## src/rtl/pwm_pkg.sv

```systemverilog
// Shared PWM types: speed code, capture FSM states.
// Used by the PWM generator and pwm_capture.
package pwm_pkg;

  typedef logic [2:0] speed_t;

  typedef enum logic [1:0] {
    IDLE,
    HIGH,
    LOW
  } cap_state_t;

  localparam speed_t SPEED_MAX = 3'd7;

endpackage

```

## src/rtl/pwm_edge_sync.sv

```systemverilog
// PWM input synchronizer with rise/fall detect.
// PWM_CAPTURE_GLITCH_FILTER_EN adds a 2-of-3 majority filter.
module pwm_edge_sync (
  input  logic clk,
  input  logic rst_n,
  input  logic pwm_in,
  output logic s,
  output logic rise,
  output logic fall
);

  logic meta;
  logic sync;
  logic s_q;
  logic s_d;

  // two-flop synchronizer for the asynchronous line
  always_ff @(posedge clk) begin
    if (!rst_n) begin
      meta <= 1'b0;
      sync <= 1'b0;
    end else begin
      meta <= pwm_in;
      sync <= meta;
    end
  end

`ifdef PWM_CAPTURE_GLITCH_FILTER_EN
  logic h1;
  logic h2;

  // registered majority over the last three synchronized samples
  always_ff @(posedge clk) begin
    if (!rst_n) begin
      h1  <= 1'b0;
      h2  <= 1'b0;
      s_q <= 1'b0;
    end else begin
      h1  <= sync;
      h2  <= h1;
      s_q <= (sync & h1) | (sync & h2) | (h1 & h2);
    end
  end
`else
  assign s_q = sync;
`endif

  // previous sample for edge detection
  always_ff @(posedge clk) begin
    if (!rst_n) s_d <= 1'b0;
    else        s_d <= s_q;
  end

  assign s    = s_q;
  assign rise = s_q & ~s_d;
  assign fall = ~s_q & s_d;

endmodule

```

## src/rtl/pwm_capture.sv

```systemverilog
// PWM capture: high time, period, 3-bit speed, stuck-line watchdog.
// Optional PWM_CAPTURE_GLITCH_FILTER_EN enables input majority filter.
module pwm_capture
  import pwm_pkg::*;
#(
  parameter int CNT_W   = 16,
  parameter int TIMEOUT = 65535
) (
  input  logic             clk,
  input  logic             rst_n,
  input  logic             enable,
  input  logic             pwm_in,
  output speed_t           speed,
  output logic [CNT_W-1:0] high_time,
  output logic [CNT_W-1:0] period,
  output logic             valid,
  output logic             stuck_hi,
  output logic             stuck_lo
);

  localparam int WIDE = CNT_W + 3;
  localparam logic [CNT_W-1:0] CNT_MAX = '1;
  localparam logic [CNT_W-1:0] TO_VAL = CNT_W'(TIMEOUT);
  localparam logic [CNT_W-1:0] TO_M1 = CNT_W'(TIMEOUT - 1);

  function automatic logic [CNT_W-1:0] sat_inc(
    input logic [CNT_W-1:0] v
  );
    return (v == CNT_MAX) ? v : v + 1'b1;
  endfunction

  logic s;
  logic rise;
  logic fall;
  logic edge_seen;

  pwm_edge_sync u_sync (
    .clk    (clk),
    .rst_n  (rst_n),
    .pwm_in (pwm_in),
    .s      (s),
    .rise   (rise),
    .fall   (fall)
  );

  assign edge_seen = rise | fall;

  cap_state_t       state;
  cap_state_t       state_n;
  logic [CNT_W-1:0] per_cnt;
  logic [CNT_W-1:0] per_n;
  logic [CNT_W-1:0] hi_cnt;
  logic [CNT_W-1:0] hi_n;
  logic [CNT_W-1:0] stb_cnt;
  logic [CNT_W-1:0] stb_n;
  logic             pub;
  logic             fire;
  speed_t           spd;

  // largest k with 8*high >= k*period, no divider
  always_comb begin
    spd = '0;
    for (int k = 1; k <= 7; k++) begin
      if ({hi_cnt, 3'b000} >= WIDE'(k) * {3'b000, per_cnt})
        spd = speed_t'(k);
    end
  end

  // next state, counters, watchdog and publish strobes
  always_comb begin
    state_n = state;
    per_n   = per_cnt;
    hi_n    = hi_cnt;
    stb_n   = stb_cnt;
    pub     = 1'b0;
    fire    = 1'b0;
    if (!enable) begin
      state_n = IDLE;
      per_n   = '0;
      hi_n    = '0;
      stb_n   = '0;
    end else begin
      if (edge_seen)
        stb_n = '0;
      else if (stb_cnt != TO_VAL)
        stb_n = stb_cnt + 1'b1;
      fire = !edge_seen && (stb_cnt == TO_M1);
      unique case (state)
        IDLE: begin
          if (rise) begin
            per_n   = CNT_W'(1);
            hi_n    = CNT_W'(1);
            state_n = HIGH;
          end
        end
        HIGH: begin
          per_n = sat_inc(per_cnt);
          if (fall) state_n = LOW;
          else      hi_n = sat_inc(hi_cnt);
        end
        LOW: begin
          if (rise) begin
            pub     = 1'b1;
            per_n   = CNT_W'(1);
            hi_n    = CNT_W'(1);
            state_n = HIGH;
          end else begin
            per_n = sat_inc(per_cnt);
          end
        end
        default: state_n = IDLE;
      endcase
      if (fire) state_n = IDLE;
    end
  end

  // FSM state and measurement counters
  always_ff @(posedge clk) begin
    if (!rst_n) begin
      state   <= IDLE;
      per_cnt <= '0;
      hi_cnt  <= '0;
      stb_cnt <= '0;
    end else begin
      state   <= state_n;
      per_cnt <= per_n;
      hi_cnt  <= hi_n;
      stb_cnt <= stb_n;
    end
  end

  // published results, stuck flags and valid pulse
  always_ff @(posedge clk) begin
    if (!rst_n) begin
      speed     <= '0;
      high_time <= '0;
      period    <= '0;
      valid     <= 1'b0;
      stuck_hi  <= 1'b0;
      stuck_lo  <= 1'b0;
    end else begin
      valid <= pub | fire;
      if (pub) begin
        speed     <= spd;
        high_time <= hi_cnt;
        period    <= per_cnt;
      end
      if (enable && edge_seen) begin
        stuck_hi <= 1'b0;
        stuck_lo <= 1'b0;
      end
      if (fire) begin
        stuck_hi <= s;
        stuck_lo <= ~s;
        speed    <= s ? SPEED_MAX : '0;
      end
    end
  end

endmodule

```

## config.mk

```make
export PLATFORM = sky130hd
export DESIGN_NAME = pwm_capture
export DESIGN_NICKNAME = d
export VERILOG_FILES = /design/src/rtl/pwm_pkg.sv /design/src/rtl/pwm_edge_sync.sv /design/src/rtl/pwm_capture.sv
export SDC_FILE = /design/constraint.sdc
export NUM_CORES = 1
export LEC_CHECK = 0
export BUFFER_PORTS_ARGS = -buffer_cell sky130_fd_sc_hd__buf_2
export CAP_MARGIN = 40
export CORE_UTILIZATION = 35
export CTS_CLUSTER_DIAMETER = 200
export DETAILED_ROUTE_END_ITERATION = 12
export GPL_ROUTABILITY_DRIVEN = 0
export SYNTH_ARGS = -nofsm -noshare
export SYNTH_HDL_FRONTEND = slang
export SYNTH_SLANG_ARGS = --single-unit
```

## constraint.sdc

```tcl
create_clock -name clk -period 8.1 [get_ports clk]
set_input_delay 2.025 -clock clk [delete_from_list [all_inputs] [get_ports clk]]
set_output_delay 2.025 -clock clk [all_outputs]
set_load 0.02 [all_outputs]
```

==> impl_metrics.toml, run 1 <==
[floorplan]
io_pins = 42
dieWidth_um = 159.5
die_h_um = 159.5
rows = 57
dieArea_sq_mm = 0.02545
fp.coreArea_sq_mm = 0.02432
start_util_pct = 35.72

[timing]
slew_headroom_pct = 51.52
grt_setup_unrepaired = "no"
finalSetupViolations = 0
max_freq_mhz = 199.9
fin_skew_ns = 0.009890
setup-tns-final_ns = 0
period_needed_ns = 5.003
final.period_utilization_pct = 61.77
tightest_slew_ns = 0.7261
drv_slew = 0
hold_violations = 0

[place]
io_buffers = 41
postPlaceCellArea_sq_mm = 0.009234
hpwlAfterDp_um = 17370

[clocking]
cts_buffers = 9
cts_hold_buf = 0
clkSinkCount = 91
post_cts_buffers = 0
root_buffer = "clkbuf_16"
cts_tree = "done"
cts.reportedPaths.clkPinSlew_ns = 0.08
clock_latency_ns = 0.37
cts.htree.levels = 3
ctsResizeCount = 0
clockBufferDepth = 2

[setup_path]
rrSetupSlack_ns = 3.10
worst_ep_arrival_time_ns = 5.29
crit_buf_inv = 0
worstSetupStartpointType = "flop"
crit_start = "per_cnt[2]"
slowest_stage = "dfxtp_1"
crit_chain = "ha_1 -> ha_1 -> a21o_1 -> a21oi_1 -> o21ai_1 -> a21oi_1 -> o21ai_1 -> a211o_1 -> o41ai_1 -> xor2_1 -> ha_1 -> a2111oi_0 -> a31oi_1 -> a21oi_1 -> nand2_1 -> a211o_1 -> o31ai_1"
worst-path-max-fanout = 11
reg2reg_depth = 17
r2r_end = "speed[1]"
crit_type = "flop to flop"
end_kind = "flop"
crit_required_ns = 8.38
rr_startpoint = "per_cnt[2]"
critPathTopFamily = "compound AO/OA/AOI/OAI gates"
max_stage_delay_ns = 0.64
crit_path_end = "speed[1]"
worst-path-stages = 17

[route]
first_pass_iters = 4
drt.antenna.violating_nets = 0
drt_iter0_drc = 354
wl_per_cell_um = 16.11
drc = 0
vias = 7458
via_per_inst = 5.365
finalWirelength_um = 22400

[global_routing]
track_usage_pct = 18.05
gr-total-overflow = 0
grt_start_max_net_pins = 47
grt_pass1_vias = 7210
antenna_found_initial = 0
grt_pass1_wl_um = 36920

[logic_synthesis]
avgSynthCellArea_sq_um = 8.474
ys_seq_area_share_pct = 20.97
synth_fp_nets = 1220
synth_enable_flop_cells = 0
synth_cells = 1025
synth-seq-cells = 91
yosysWarningCount = 0
ys.flop_type = "dfxtp_1"
async_flop_share_pct = 0
synth_area_sq_mm = 0.008686
ys_types = 76

[power_and_ir_drop]
power.leakage_nw = 4.231
power.density_mw_per_mm2 = 98.12
peakVddDrop_mv = 0.09948

[final_layout]
diodes = 0
drive_above_1_share_pct = 7.411
final_cell_mix = "ha_1, nand2_1, dfxtp_1"
fill_cells = 2496
final_common_cell = "ha_1"
area_delta_synth_final_pct = 9.810
layout.nets = 1256
final_cell_area_sq_mm = 0.009538

[outcome]
outcome = "complete, no violations"

[flow_run]
max_cap_viol_count = 0

[worst_hold_path]
hold_path_class = "flop to flop"
[per-layer routing]
| metal | GRT usage (%) | share of wire [%] | up-vias | wire [um] |
|---|---|---|---|---|
| met5 | 0 | 0 | - | 0 |
| met4 | 5.070 | 1.9 | 0 | 420 |
| met3 | 2.735 | 3.3 | 33 | 735 |
| met2 | 31.08 | 47 | 141 | 10610 |
| met1 | 23.24 | 47 | 3530 | 10630 |
| li1 | - | - | 3754 | - |
[sequential cells by signal, summed over array words and instances (netlist names)]
signal       cells
per_cnt         16
stb_cnt         16
period          16
stuck_lo         1
u_sync.s         1
u_sync.s_d       1
stuck_hi         1
speed            3
high_time       16
u_sync.meta      1
hi_cnt          16
state            2
valid            1
[synth_stat cells, drive strengths merged, types with 17 or more instances]
cell | instances | area (sq um)
a21boi | 38 | 285.3
nor2b | 17 | 106.4
fa | 18 | 360.4
a21oi | 55 | 279.0
nand3 | 27 | 135.1
nand2 | 117 | 439.2
inv | 63 | 236.5
ha | 173 | 2165
nor2 | 72 | 270.3
xor2 | 29 | 254.0
o21ai | 53 | 269.0
dfxtp | 91 | 1822
xnor2 | 45 | 394.1
a21o | 28 | 211.5
[power by group]
group	internal [mW]	switching, mW	total (mW)	leakage (nW)
Clock	0.219	0.222	0.442	0.148
Combinational	0.0172	0.0253	0.0425	3.35
Sequential	0.449	0.00330	0.452	0.734
Total	0.685	0.251	0.936	4.23
[per-stage QoR]
step                setup slack, ns  total power, mW  util, %  hold slack, ns  cells
floorplan                     3.876           0.4928        -          0.4119   1025
global placement              3.220           0.5050    37.97          0.4302   1374
detailed placement            3.114           0.5051    37.97          0.4274   1374
CTS                           3.064           0.9513    39.22          0.4455   1390
global route                  2.640           0.9688    39.22          0.4470   1390
finish                        3.097           0.9358    39.22          0.4409   1390
[cell families (layout without fill, tap and decap cells)]
| group | after synthesis | in the layout | share of synthesized area (%) |
|---|---|---|---|
| and+or+nand+nor | 327 | 327 | 18.12 |
| buffers and inverters | 82 | 123 | 3.702 |
| DFF | 91 | 91 | 20.97 |
| adders and majority gates | 193 | 193 | 29.31 |
| AOI/OAI and AO/OA | 256 | 256 | 20.20 |
| muxes | 2 | 2 | 0.2305 |
| xor gates and xnor gates | 74 | 74 | 7.462 |
[layout make-up]
type | instances | area [sq um] | area share, %
inverters | 63 | 236.5 | 2.479
repair buffers | 44 | 227.7 | 2.388
clock buffers | 9 | 225.2 | 2.361
well taps | 324 | 405.4 | 4.250
flip-flops and latches | 91 | 1822 | 19.10
clock inverters | 7 | 78.83 | 0.8264
multi-input cells | 852 | 6543 | 68.59
[worst min-delay path by stage]
| stage | startpoint | to | slack [ns] | cells past startpoint |
|---|---|---|---|---|
| floorplan | u_sync.meta | u_sync.s | 0.41 | 1 |
| global placement | u_sync.meta | u_sync.s | 0.43 | 1 |
| detailed placement | u_sync.meta | u_sync.s | 0.43 | 1 |
| CTS | u_sync.meta | u_sync.s | 0.45 | 1 |
| global route | u_sync.meta | u_sync.s | 0.45 | 1 |
| finish | u_sync.meta | u_sync.s | 0.44 | 1 |
No activity file was read; power rests on OpenSTA's default activity.
==> inputs of run 2 (changes only) <==
- clock period: 8.1 -> 4.6 ns (I/O delays scaled with it)
==> impl_metrics.toml, run 2 (synthesis results as in run 1) <==
[power_and_ir_drop]
swShare_pct = 25.31
power.leakage_nw = 4.432
p_sw_uw = 424.5
power.density_mw_per_mm2 = 167.5
peakVddDrop_mv = 0.1511
intPower_mw = 1.253
clkPwrFrac_pct = 47.9
pwr-share-seq_pct = 47.2
combPwrFrac_pct = 5.0

[floorplan]
rows = 57
fp.coreArea_sq_mm = 0.02432
dieArea_sq_mm = 0.02545
die_h_um = 159.5
dieWidth_um = 159.5
start_util_pct = 35.72
io_pins = 42

[clocking]
clock_latency_ns = 0.35
cts.htree.levels = 3
cts_hold_buf = 0
cts_buffers = 9
root_buffer = "clkbuf_16"
clkSinkCount = 91
clockBufferDepth = 2
cts_tree = "done"
cts.reportedPaths.clkPinSlew_ns = 0.07

[timing]
holdWs_ns = 0.4498
tightest_slew_ns = 0.7366
finalSetupViolations = 0
hold_violations = 0
max_freq_mhz = 229.0
period_needed_ns = 4.367
drv_slew = 0
slew_headroom_pct = 50.90
timing.final.ws_setup_ns = 0.2325
setup-tns-final_ns = 0
fin_skew_ns = 0.007614
final.period_utilization_pct = 94.95

[worst_hold_path]
hold_path_class = "flop to flop"

[final_layout]
final_cell_mix = "ha_1, nand2_1, dfxtp_1"
final_cells = 1424
area_delta_synth_final_pct = 15.27
final_common_cell = "ha_1"
drive_above_1_share_pct = 13.55
layout.nets = 1290
fin_util_pct = 41.17
diodes = 0

[setup_path]
worst-path-stages = 24
crit_required_ns = 4.88
worst-path-max-fanout = 4
end_kind = "flop"
slowest_stage = "fa_2"
critPathTopFamily = "compound AO/OA/AOI/OAI gates"
worstSetupStartpointType = "flop"
max_stage_delay_ns = 0.38
rrSetupSlack_ns = 0.23
crit_type = "flop to flop"
crit_path_end = "speed[2]"
worst_ep_arrival_time_ns = 4.64
crit_start = "per_cnt[3]"
crit_top_cell = "o21ai_1"
r2r_end = "speed[2]"
rr_startpoint = "per_cnt[3]"
crit_buf_inv = 3
crit_chain = "buf_6 -> ha_4 -> ha_4 -> inv_2 -> fa_2 -> nor2b_1 -> o21ai_1 -> a21oi_1 -> o21ai_1 -> a21o_1 -> a21boi_2 -> o41ai_2 -> buf_4 -> nand2b_1 -> xnor2_1 -> ha_1 -> nand4_1 -> nor4_2 -> nand4_1 -> a31oi_2 -> a21oi_1 -> nand2_1 -> nor3b_2 -> o21ai_1"
reg2reg_depth = 24

[place]
hpwlAfterDp_um = 17670
place_inst = 1401
post-place-ws_ns = -0.003653
io_buffers = 41

[route]
via_per_inst = 5.300
finalWirelength_um = 22760
first_pass_iters = 5
drt.antenna.violating_nets = 0
vias = 7547
drc = 0
wl_per_cell_um = 15.98
drt_iter0_drc = 381

[global_routing]
grt_start_max_net_pins = 47
grt_pass1_vias = 7319
gr-total-overflow = 0
antenna_found_initial = 0
track_usage_pct = 18.31
grt_pass1_wl_um = 37680

[outcome]
outcome = "complete, no violations"

[flow_run]
max_cap_viol_count = 0
run 2: cell count changes in the layout (fill, tap and decap cells not counted), sizes merged:
cell      previous run  this run
clkinvlp             0         3
clkinv               4         0
bufinv               0         1
buf                 44        78
run 2: how the worst min path moves through the flow:
| stage | cells past startpoint | endpoint | slack (ns) | startpoint |
|---|---|---|---|---|
| floorplan | 1 | u_sync.s | 0.41 | u_sync.meta |
| global placement | 1 | u_sync.s | 0.43 | u_sync.meta |
| detailed placement | 1 | u_sync.s | 0.43 | u_sync.meta |
| CTS | 1 | u_sync.s | 0.45 | u_sync.meta |
| global route | 1 | u_sync.s | 0.47 | u_sync.meta |
| finish | 1 | u_sync.s | 0.45 | u_sync.meta |
run 2: cell type report:
| cell class | instances | area (sq um) |
|---|---|---|
| Fill cell | 2434 | 14310 |
| Multi-Input combinational cell | 852 | 6733 |
| Sequential cell | 91 | 1838 |
| Timing Repair Buffer | 78 | 490.5 |
| Tap cell | 324 | 405.4 |
| Inverter | 63 | 236.5 |
| Clock buffer | 9 | 225.2 |
| Clock inverter | 7 | 83.83 |
run 2: what timing repair did:
item	in CTS	in global routing
buffers inserted	0	7
hold endpoints to repair	0	0
setup endpoints to repair	2	3
pin swaps	0	27
gates resized for setup	1	51
run 2: power by group through the flow:
stage	Combinational (mW)	Clock, mW	Sequential (mW)
CTS	0.0818	0.828	0.793
global route	0.0930	0.850	0.791
detailed placement	0.0814	0	0.812
floorplan	0.0561	0	0.812
global placement	0.0812	0	0.812
finish	0.0837	0.803	0.791
run 2: stage by stage:
stage,cell area [sq um],total power [mW]
finish,10010,1.677
global route,10010,1.734
CTS,9747,1.703
detailed placement,9437,0.8931
global placement,9437,0.8928
floorplan,8686,0.8677
run 2: layer usage:
metal	up-vias	routed length (um)	global-route usage (%)
met1	3586	11040	24.71
met3	18	837	2.501
met4	0	311	4.283
li1	3818	-	-
met2	125	10570	30.73
met5	-	0	0
==> inputs of run 3 (changes only) <==
- PLACE_DENSITY: unset -> 0.54
- clock period: 4.6 -> 5.4 ns (I/O delays scaled with it)
==> impl_metrics.toml, run 3 (synthesis results as in run 1) <==
[outcome]
outcome = "complete, no violations"

[floorplan]
fp.coreArea_sq_mm = 0.02432
dieWidth_um = 159.5
io_pins = 42
dieArea_sq_mm = 0.02545
rows = 57
die_h_um = 159.5
start_util_pct = 35.72

[timing]
holdWs_ns = 0.4459
finalSetupViolations = 0
setup-tns-final_ns = 0
hold_violations = 0
fin_skew_ns = 0.01422
drv_slew = 0
max_freq_mhz = 206.9
tightest_slew_ns = 0.7133
grt_setup_unrepaired = "no"
period_needed_ns = 4.834
final.period_utilization_pct = 89.52
slew_headroom_pct = 52.38

[power_and_ir_drop]
power.density_mw_per_mm2 = 146.9
peakVddDrop_mv = 0.1082
power.leakage_nw = 4.292

[route]
via_per_inst = 5.225
drt_iter0_drc = 374
finalWirelength_um = 22770
wl_per_cell_um = 16.25
drt.antenna.violating_nets = 0
drc = 0
vias = 7320
first_pass_iters = 4

[final_layout]
drive_above_1_share_pct = 8.357
area_delta_synth_final_pct = 10.79
fill_cells = 2455
final_common_cell = "ha_1"
final_cells = 1401
layout.nets = 1267
final_cell_mix = "ha_1, nand2_1, dfxtp_1"
diodes = 0

[setup_path]
crit_type = "flop to flop"
crit_required_ns = 5.65
crit_chain = "ha_1 -> ha_1 -> inv_1 -> fa_1 -> nor2b_1 -> o21ai_0 -> a21oi_1 -> o21ai_0 -> a21oi_1 -> nand4_1 -> a31oi_1 -> a311o_1 -> a31oi_1 -> ha_1 -> a2111oi_0 -> inv_1 -> o22ai_1 -> a31oi_1 -> o21ai_0 -> o211ai_2"
max_stage_delay_ns = 0.60
worstSetupStartpointType = "flop"
worst_ep_arrival_time_ns = 5.08
worst-path-max-fanout = 9
end_kind = "flop"
slowest_stage = "dfxtp_1"

[place]
hpwlAfterDp_um = 18010
place_inst = 1385
io_buffers = 41

[global_routing]
grt_pass1_vias = 7455
gr-total-overflow = 0
track_usage_pct = 18.64
grt_start_max_net_pins = 47
antenna_found_initial = 0
grt_pass1_wl_um = 38180

[clocking]
clock_latency_ns = 0.36
cts.htree.levels = 3
clockBufferDepth = 2
cts.reportedPaths.clkPinSlew_ns = 0.08
clkSinkCount = 91
root_buffer = "clkbuf_16"
cts_buffers = 9
cts_hold_buf = 0
post_cts_buffers = 0
ctsResizeCount = 0
cts_tree = "done"

[flow_run]
max_cap_viol_count = 0

[worst_hold_path]
hold_path_class = "flop to flop"
-- run 3: changes by cell type in the layout (fill, tap and decap cells not counted), moves of 4 or more --
cell	delta
buf_4	-21
a21oi_1	+5
ha_1	+7
o21ai_0	+5
ha_4	-4
dfxtp_4	-4
a21oi_2	-5
dfxtp_1	+5
-- run 3: critical path: cells and delay by family (launching register included) --
family | cells | cell delay, ns
compound gates | 12 | 2.40
fa+ha+maj | 4 | 1.30
flops | 1 | 0.60
simple gates | 2 | 0.29
buf+inv | 2 | 0.14
-- run 3: area by class of cell --
type                       instances  area (sq um)  share of cell area, %
clock buffer                       9         225.2                  2.340
sequential                        91          1822                  18.93
clock inverter                     7         81.33                 0.8451
timing repair buffer              55         310.3                  3.225
inverter                          63         236.5                  2.457
tap                              324         405.4                  4.213
multi-input combinational        852          6543                  67.99
-- run 3: report_power, final --
part	leakage, nW	switching, mW	total, mW	internal [mW]
registers	0.734	0.00309	0.676	0.673
clock network	0.150	0.338	0.669	0.331
logic	3.41	0.0420	0.0690	0.0270
total	4.29	0.383	1.41	1.03
-- run 3: per-stage QoR --
stage          setup WS [ns]  util (%)  area, sq um  power, mW
5_1_grt              0.05458     39.57         9623      1.459
6_report              0.5658     39.57         9623      1.414
2_1_floorplan          1.176         -         8686     0.7391
3_3_place_gp          0.6949     38.31         9316     0.7619
3_5_place_dp          0.5568     38.31         9316     0.7621
4_1_cts               0.5227     39.57         9623      1.430
-- run 3: path summary, 6_finish.rpt --
kind / from / endpoint / slack, ns / cells past startpoint
setup / recovery: per_cnt[1] / speed[0] / 0.57 / 20
hold / removal: u_sync.meta / u_sync.s / 0.45 / 1
setup reg to reg: per_cnt[1] / speed[0] / 0.57 / 20
hold reg to reg: u_sync.meta / u_sync.s / 0.45 / 1
-- run 3: routing by layer --
| metal | GRT usage (%) | routed length, um | up-vias |
|---|---|---|---|
| li1 | - | - | 3783 |
| met1 | 24.25 | 10770 | 3428 |
| met2 | 32.79 | 10930 | 92 |
| met3 | 1.980 | 769 | 17 |
| met4 | 4.458 | 303 | 0 |
| met5 | 0 | 0 | - |
